`config.mk`:
```
export PLATFORM = sky130hd
export DESIGN_NAME = pingpang_packer_flat
export DESIGN_NICKNAME = d
export VERILOG_FILES = /design/src/rtl/pingpang_packer_if.sv /design/src/rtl/pingpang_packer.sv /design/src/flat_wrapper.sv
export SDC_FILE = /design/constraint.sdc
export NUM_CORES = 1
export LEC_CHECK = 0
export BUFFER_PORTS_ARGS = -buffer_cell sky130_fd_sc_hd__buf_2
export CELL_PAD_IN_SITES_DETAIL_PLACEMENT = 1
export CELL_PAD_IN_SITES_GLOBAL_PLACEMENT = 1
export CORE_AREA = 2 2 174 176
export CTS_BUF_LIST = sky130_fd_sc_hd__clkbuf_4 sky130_fd_sc_hd__clkbuf_8
export CTS_CLUSTER_SIZE = 24
export DETAILED_ROUTE_END_ITERATION = 7
export DIE_AREA = 0 0 176 178
export PLACE_DENSITY_LB_ADDON = 0.1
export SLEW_MARGIN = 0
export SYNTH_ARGS = -nofsm -noshare
export SYNTH_HDL_FRONTEND = slang
export SYNTH_SLANG_ARGS = --single-unit
```
`constraint.sdc`:
```
create_clock -name clk -period 5.6 [get_ports clk]
set_input_delay 0.28 -clock clk [delete_from_list [all_inputs] [get_ports clk]]
set_output_delay 0.28 -clock clk [all_outputs]
set_load 0.01 [all_outputs]
```
`src/rtl/pingpang_packer_if.sv`:
```
// rtl/pingpang_packer_if.sv - beat-in / word-out handshake bundle for pingpang_packer
// Ports (signals):
//   in_valid, in_ready, in_data[DW-1:0], in_last (PACK_FLUSH_EN only)
//   out_valid, out_ready, out_data[DW*NBEATS-1:0], out_keep[NBEATS-1:0]
// Modports: master = beat source / word sink, slave = the packer.
// Optional feature macro: PACK_FLUSH_EN (adds in_last).
interface pingpang_packer_if #(
  parameter int DW     = 32,
  parameter int NBEATS = 4
);
  logic                 in_valid;
  logic                 in_ready;
  logic [DW-1:0]        in_data;
`ifdef PACK_FLUSH_EN
  logic                 in_last;
`endif
  logic                 out_valid;
  logic                 out_ready;
  logic [DW*NBEATS-1:0] out_data;
  logic [NBEATS-1:0]    out_keep;

  modport master (
`ifdef PACK_FLUSH_EN
    output in_last,
`endif
    output in_valid, in_data, out_ready,
    input  in_ready, out_valid, out_data, out_keep
  );

  modport slave (
`ifdef PACK_FLUSH_EN
    input  in_last,
`endif
    input  in_valid, in_data, out_ready,
    output in_ready, out_valid, out_data, out_keep
  );
endinterface

```
`src/rtl/pingpang_packer.sv`:
```
// rtl/pingpang_packer.sv - packs DW-bit beats into DW*NBEATS-bit words through two ping/pong banks
// Ports:
//   clk  in  rising-edge clock
//   rst  in  synchronous reset, active-high
//   bus  pingpang_packer_if.slave (in_valid/in_ready/in_data[/in_last], out_valid/out_ready/out_data/out_keep)
// Optional feature macro: PACK_FLUSH_EN (in_last closes a short word; out_keep marks written lanes).
module pingpang_packer #(
  parameter int DW     = 32,
  parameter int NBEATS = 4
) (
  input  logic             clk,
  input  logic             rst,
  pingpang_packer_if.slave bus
);
  localparam int            LW        = (NBEATS > 1) ? $clog2(NBEATS) : 1;
  localparam logic [LW-1:0] LAST_LANE = LW'(NBEATS - 1);

  logic [DW*NBEATS-1:0] bank [2];
  logic [1:0]           full;
  logic                 wr_bank;
  logic                 rd_bank;
  logic [LW-1:0]        lane_cnt;
  logic                 accept;
  logic                 drain;
  logic                 close;

  // A bank is only written while not full and only drained while full,
  // so a fill and a drain in the same cycle never touch the same bank.
  assign bus.in_ready  = !full[wr_bank] && !rst;
  assign bus.out_valid = full[rd_bank];
  assign bus.out_data  = bank[rd_bank];

  assign accept = bus.in_valid && bus.in_ready;
  assign drain  = bus.out_valid && bus.out_ready;

`ifdef PACK_FLUSH_EN
  logic [NBEATS-1:0] keep [2];

  assign close        = accept && ((lane_cnt == LAST_LANE) || bus.in_last);
  assign bus.out_keep = keep[rd_bank];
`else
  assign close        = accept && (lane_cnt == LAST_LANE);
  assign bus.out_keep = {NBEATS{full[rd_bank]}};
`endif

  always_ff @(posedge clk) begin
    if (rst) begin
      bank[0]  <= '0;
      bank[1]  <= '0;
      full     <= '0;
      wr_bank  <= 1'b0;
      rd_bank  <= 1'b0;
      lane_cnt <= '0;
`ifdef PACK_FLUSH_EN
      keep[0]  <= '0;
      keep[1]  <= '0;
`endif
    end else begin
      if (drain) begin
        // Clearing on drain keeps lanes a short word never wrote at zero.
        bank[rd_bank] <= '0;
        full[rd_bank] <= 1'b0;
        rd_bank       <= !rd_bank;
`ifdef PACK_FLUSH_EN
        keep[rd_bank] <= '0;
`endif
      end
      if (accept) begin
        bank[wr_bank][lane_cnt*DW +: DW] <= bus.in_data;
`ifdef PACK_FLUSH_EN
        keep[wr_bank][lane_cnt] <= 1'b1;
`endif
        if (close) begin
          full[wr_bank] <= 1'b1;
          wr_bank       <= !wr_bank;
          lane_cnt      <= '0;
        end else begin
          lane_cnt <= lane_cnt + 1'b1;
        end
      end
    end
  end
endmodule

```
`src/flat_wrapper.sv`:
```
// flat-port wrapper written by rule: the top's interface ports become plain ports
module pingpang_packer_flat 
#(
  parameter int DW     = 32,
  parameter int NBEATS = 4
)
  (clk, rst, bus_in_valid, bus_in_data, bus_out_ready, bus_in_ready, bus_out_valid, bus_out_data, bus_out_keep);
  pingpang_packer_if #(.DW(DW), .NBEATS(NBEATS)) bus_i ();
  input  logic clk;
  input  logic rst;
  input wire logic [$bits(bus_i.in_valid)-1:0] bus_in_valid;
  input wire logic [$bits(bus_i.in_data)-1:0] bus_in_data;
  input wire logic [$bits(bus_i.out_ready)-1:0] bus_out_ready;
  output wire logic [$bits(bus_i.in_ready)-1:0] bus_in_ready;
  output wire logic [$bits(bus_i.out_valid)-1:0] bus_out_valid;
  output wire logic [$bits(bus_i.out_data)-1:0] bus_out_data;
  output wire logic [$bits(bus_i.out_keep)-1:0] bus_out_keep;
  assign bus_i.in_valid = bus_in_valid;
  assign bus_i.in_data = bus_in_data;
  assign bus_i.out_ready = bus_out_ready;
  assign bus_in_ready = bus_i.in_ready;
  assign bus_out_valid = bus_i.out_valid;
  assign bus_out_data = bus_i.out_data;
  assign bus_out_keep = bus_i.out_keep;
  pingpang_packer #(.DW(DW), .NBEATS(NBEATS)) u_core (.clk(clk), .rst(rst), .bus(bus_i));
endmodule
```
==> key figures <==
Placement
  – Post-DP HPWL: ~18 mm
  – Quantity of I/O buffers inserted on ports: 169
  – Routability congestion estimate from global placement: about 0.79
  – Post-placement cell area: roughly 0.013 mm^2
  – Placed instance count: 1,280
  – Pre-CTS setup slack: around 2.9 ns

Power and ir drop
  – Post-layout total power: between 4 and 5 mW
  – Power density over cell area: roughly 310 mW/mm^2
  – Static leakage: about 5.5 nW
  – Worst vdd rail ir drop: about 0.15 mV

STA
  – Final period utilization: 0.521
  – Hold Violations, Final: 0
  – Total negative slack for setup checks: 0 ns
  – Post-layout worst setup margin: between 2 and 3 ns
  – Unrepaired setup endpoints after global routing: false
  – Peak clock frequency supported by timing: 0.343 GHz
  – Worst max-slew margin expressed relative to the limit: 0.221
  – Final Max Slew Viols: 0
  – Total setup violations reported at the end of the flow: 0
  – Crit path time final: between 2 and 3 ns
  – Max Clock Skew: approximately 0.017 ns
  – Worst Tran Pin Value: ~1.2 ns

Routing
  – Final routed DRC violation total: 0
  – Initial DRT Pass Iterations: 4
  – Initial detailed-routing violation count: about 280
  – Ratio of routed vias to standard cells: between 4 and 5
  – Total number of vias: 6,714
  – Final routed wire length divided by cell count: ~22 um
  – Antenna viol nets, final: 0
  – Wirelength, routed: about 30 mm

Outcome
  – Status: finished, final reports clean

Worst hold path
  – Cell count of the worst hold path: 4
  – Type of the most critical hold path: in2reg

Critical path
  – Worst Path Required: 5.32 ns
  – Data arrival time of the critical path: 2.64 ns
  – Startpoint-to-endpoint class of the critical path: reg2out
  – CP Capture Type: primary output
  – Critical path launch point type: flip-flop
  – Biggest fanout along the worst timing path: between 50 and 60
  – Cell count of the worst reg-to-reg path: 6

Floorplan
  – Number of ports placed on the die boundary: 170
  – Die Footprint: around 0.031 mm^2
  – Starting utilization of the core area: 0.394
  – Width of the die: ~180 um
  – Area of the core: between 0.02 and 0.03 mm^2
  – Row Count: 63
  – DIE HEIGHT: roughly 180 um

Clock tree
  – H-tree levels: 2
  – Resize count post-CTS: 0
  – Number of clock buffers inserted by TritonCTS: 44
  – Clock transition at the registers of the reported paths: about 0.060 ns
  – Maximum root-to-sink buffer count: 3
  – Number of hold-repair buffers added at the cts stage: 0
  – TritonCTS sink count: 263
  – Post-CTS setup buffers: 0
  – CTS tree: built
  – Clk root buf: sky130_fd_sc_hd__clkbuf_8
  – Insertion delay of the later-clocked pin in the worst-skew pair: 0.55 ns

Layout
  – Number of nets in the layout: around 980
  – Layout cells sized above 1: 0.413
  – Area added between synthesis and finish: 17.9%
  – Final antenna diode count: 0
  – Post-Layout Cell Count: ~1,400
  – Design Area, Final: between 0.01 and 0.015 mm^2

Synth
  – Synthesis-stage register bit count: 263
  – Number of warnings printed during yosys synthesis: 0
  – Top-area cell type share of the netlist area: 0.663
  – Post-synthesis instance total: 755
  – Dominant combinational cell family by area after synthesis: simple AND/OR/NAND/NOR gates
  – Xor-xnor portion of the synthesized cell area: 0
  – Asr flop ratio synth: 0
  – Commonest register cell after synthesis: sky130_fd_sc_hd__edfxtp_1
  – Number of synthesized flops with an enable pin: approximately 260
  – Mux share of post-synthesis cell area: 0.127
  – Area fraction in compound gates after synthesis: 0.00539
  – Basic-gate share of the synthesized area counting and, or, nand and nor cells: 0.164
  – Per-instance average area after synthesis: between 15 and 20 um^2
  – Cell area after technology mapping: between 0.01 and 0.015 mm^2
  – Post-synth top area cell: sky130_fd_sc_hd__edfxtp_1
  – Top cells by area, synth: sky130_fd_sc_hd__edfxtp_1, sky130_fd_sc_hd__and2_1, sky130_fd_sc_hd__mux2_2
  – Post-synthesis share of cell area spent on full adders, half adders and majority gates: 0.00539
  – Unique masters post-synth: 34
  – Post-synth net total: ~800
  – Sequential area share after synthesis: 0.675

Global routing
  – Initial antenna violation count: 1
  – Total GRT Usage: 0.191
  – Vias in the first global route: roughly 7,300
  – Maximum number of pins on one net before global-route repair: 58
  – Residual overflow from global routing: 0
  – Wire length of the first global-routing pass: between 40 and 50 mm

Job
  – Reported max-cap violation count: 0
path summary, 6_finish.rpt:
path,start,end,slack (ns)
worst max-delay path,flip-flop,bus_out_data[101],2.68
worst min register to register,u_core.full[1],u_core.full[1],0.52
worst max register to register,u_core.lane_cnt[0],u_core.bank[1][79],2.91
worst min-delay path,bus_out_ready,u_core.full[1],0.08
cell usage after synthesis, types with 2 or more instances:
cell / instances
sky130_fd_sc_hd__and2_1: 256
sky130_fd_sc_hd__edfxtp_1: 256
sky130_fd_sc_hd__mux2_2: 130
sky130_fd_sc_hd__buf_2: 18
sky130_fd_sc_hd__clkbuf_2: 16
sky130_fd_sc_hd__nand2_1: 12
sky130_fd_sc_hd__dfxtp_1: 7
sky130_fd_sc_hd__nor3_2: 6
sky130_fd_sc_hd__ha_1: 5
sky130_fd_sc_hd__nand2b_1: 5
sky130_fd_sc_hd__buf_4: 4
sky130_fd_sc_hd__buf_6: 4
sky130_fd_sc_hd__clkbuf_1: 3
sky130_fd_sc_hd__inv_1: 3
sky130_fd_sc_hd__nor2_1: 3
sky130_fd_sc_hd__o21ai_0: 3
sky130_fd_sc_hd__a21oi_1: 2
sky130_fd_sc_hd__a31oi_1: 2
sky130_fd_sc_hd__nand4bb_1: 2
sky130_fd_sc_hd__nor2b_1: 2
sky130_fd_sc_hd__nor3_1: 2
sky130_fd_sc_hd__nor4_4: 2
sequential cells by signal (all words and copies together), names as in the netlist, named ones only:
| name | flops |
|---|---|
| u_core.full | 2 |
| u_core.lane_cnt | 2 |
| u_core.bank | 256 |
| u_core.wr_bank | 1 |
| u_core.rd_bank | 1 |
cell type report:
cell class	instances	area [um^2]
clock buffer	64	768
clock inverter	9	67.6
fill	2980	15700
inverter	3	11.3
multi-input combinational	444	3580
sequential	263	7830
tap	390	488
timing repair buffer	180	928
logic make-up after synthesis:
group,count (synthesis)
AND/OR/NAND/NOR,298
flip-flops,263
AO/OA/AOI/OAI,10
adder cells (fa/ha/maj),5
buffers and inverters,48
multiplexers,131
placed cells by master, fill, tap and decap left out, types with 2 or more instances in the layout:
cell type                   Yosys  routed
sky130_fd_sc_hd__nand2_1       12       7
sky130_fd_sc_hd__nor3_1         2       2
sky130_fd_sc_hd__nor4_4         2       2
sky130_fd_sc_hd__clkbuf_4       0      18
sky130_fd_sc_hd__inv_1          3       3
sky130_fd_sc_hd__o21ai_4        0       2
sky130_fd_sc_hd__mux2_2       130     130
sky130_fd_sc_hd__nor2_1         3       3
sky130_fd_sc_hd__nand4bb_1      2       2
sky130_fd_sc_hd__ha_1           5       5
sky130_fd_sc_hd__clkbuf_8       0      46
sky130_fd_sc_hd__buf_4          4      11
sky130_fd_sc_hd__nand2_2        0       5
sky130_fd_sc_hd__a31oi_1        2       2
sky130_fd_sc_hd__clkinv_1       0       5
sky130_fd_sc_hd__and2_1       256     256
sky130_fd_sc_hd__dfxtp_1        7       6
sky130_fd_sc_hd__nor3_4         0       6
sky130_fd_sc_hd__clkinv_2       0       2
sky130_fd_sc_hd__buf_2         18     169
sky130_fd_sc_hd__edfxtp_1     256     256
sky130_fd_sc_hd__a21oi_1        2       2
sky130_fd_sc_hd__nand2b_1       5       4
sky130_fd_sc_hd__nor2b_1        2       2
where the power goes:
group	switching, mW	internal, mW	leakage (nW)	total, mW
logic	0.214	0.123	2.31	0.337
registers	0.0278	2.25	2.71	2.28
clock network	0.736	0.919	0.448	1.65
worst max-delay path, cell delays in order (launching register included):
cell and delay [ns]:
sky130_fd_sc_hd__dfxtp_4 0.72, sky130_fd_sc_hd__buf_4 0.73, sky130_fd_sc_hd__mux2_2 0.44, sky130_fd_sc_hd__buf_2 0.15
routing by layer:
layer	part of all wire	GRT usage	vias up	routed length [um]
met5	0	0	-	0
met4	0.014	0.0458	0	408
met3	0.046	0.0339	40	1370
met2	0.51	0.338	187	15100
met1	0.43	0.243	3437	12700
li1	-	-	3050	-
metrics by stage:
| stage | hold WS, ns | utilization |
|---|---|---|
| 3_3_place_gp | 0.507 | 0.437 |
| 2_1_floorplan | 0.465 | - |
| 6_report | 0.0841 | 0.465 |
| 5_1_grt | 0.0948 | 0.465 |
| 3_5_place_dp | 0.511 | 0.437 |
| 4_1_cts | 0.0574 | 0.465 |
Power figures use the tool's default switching activity.
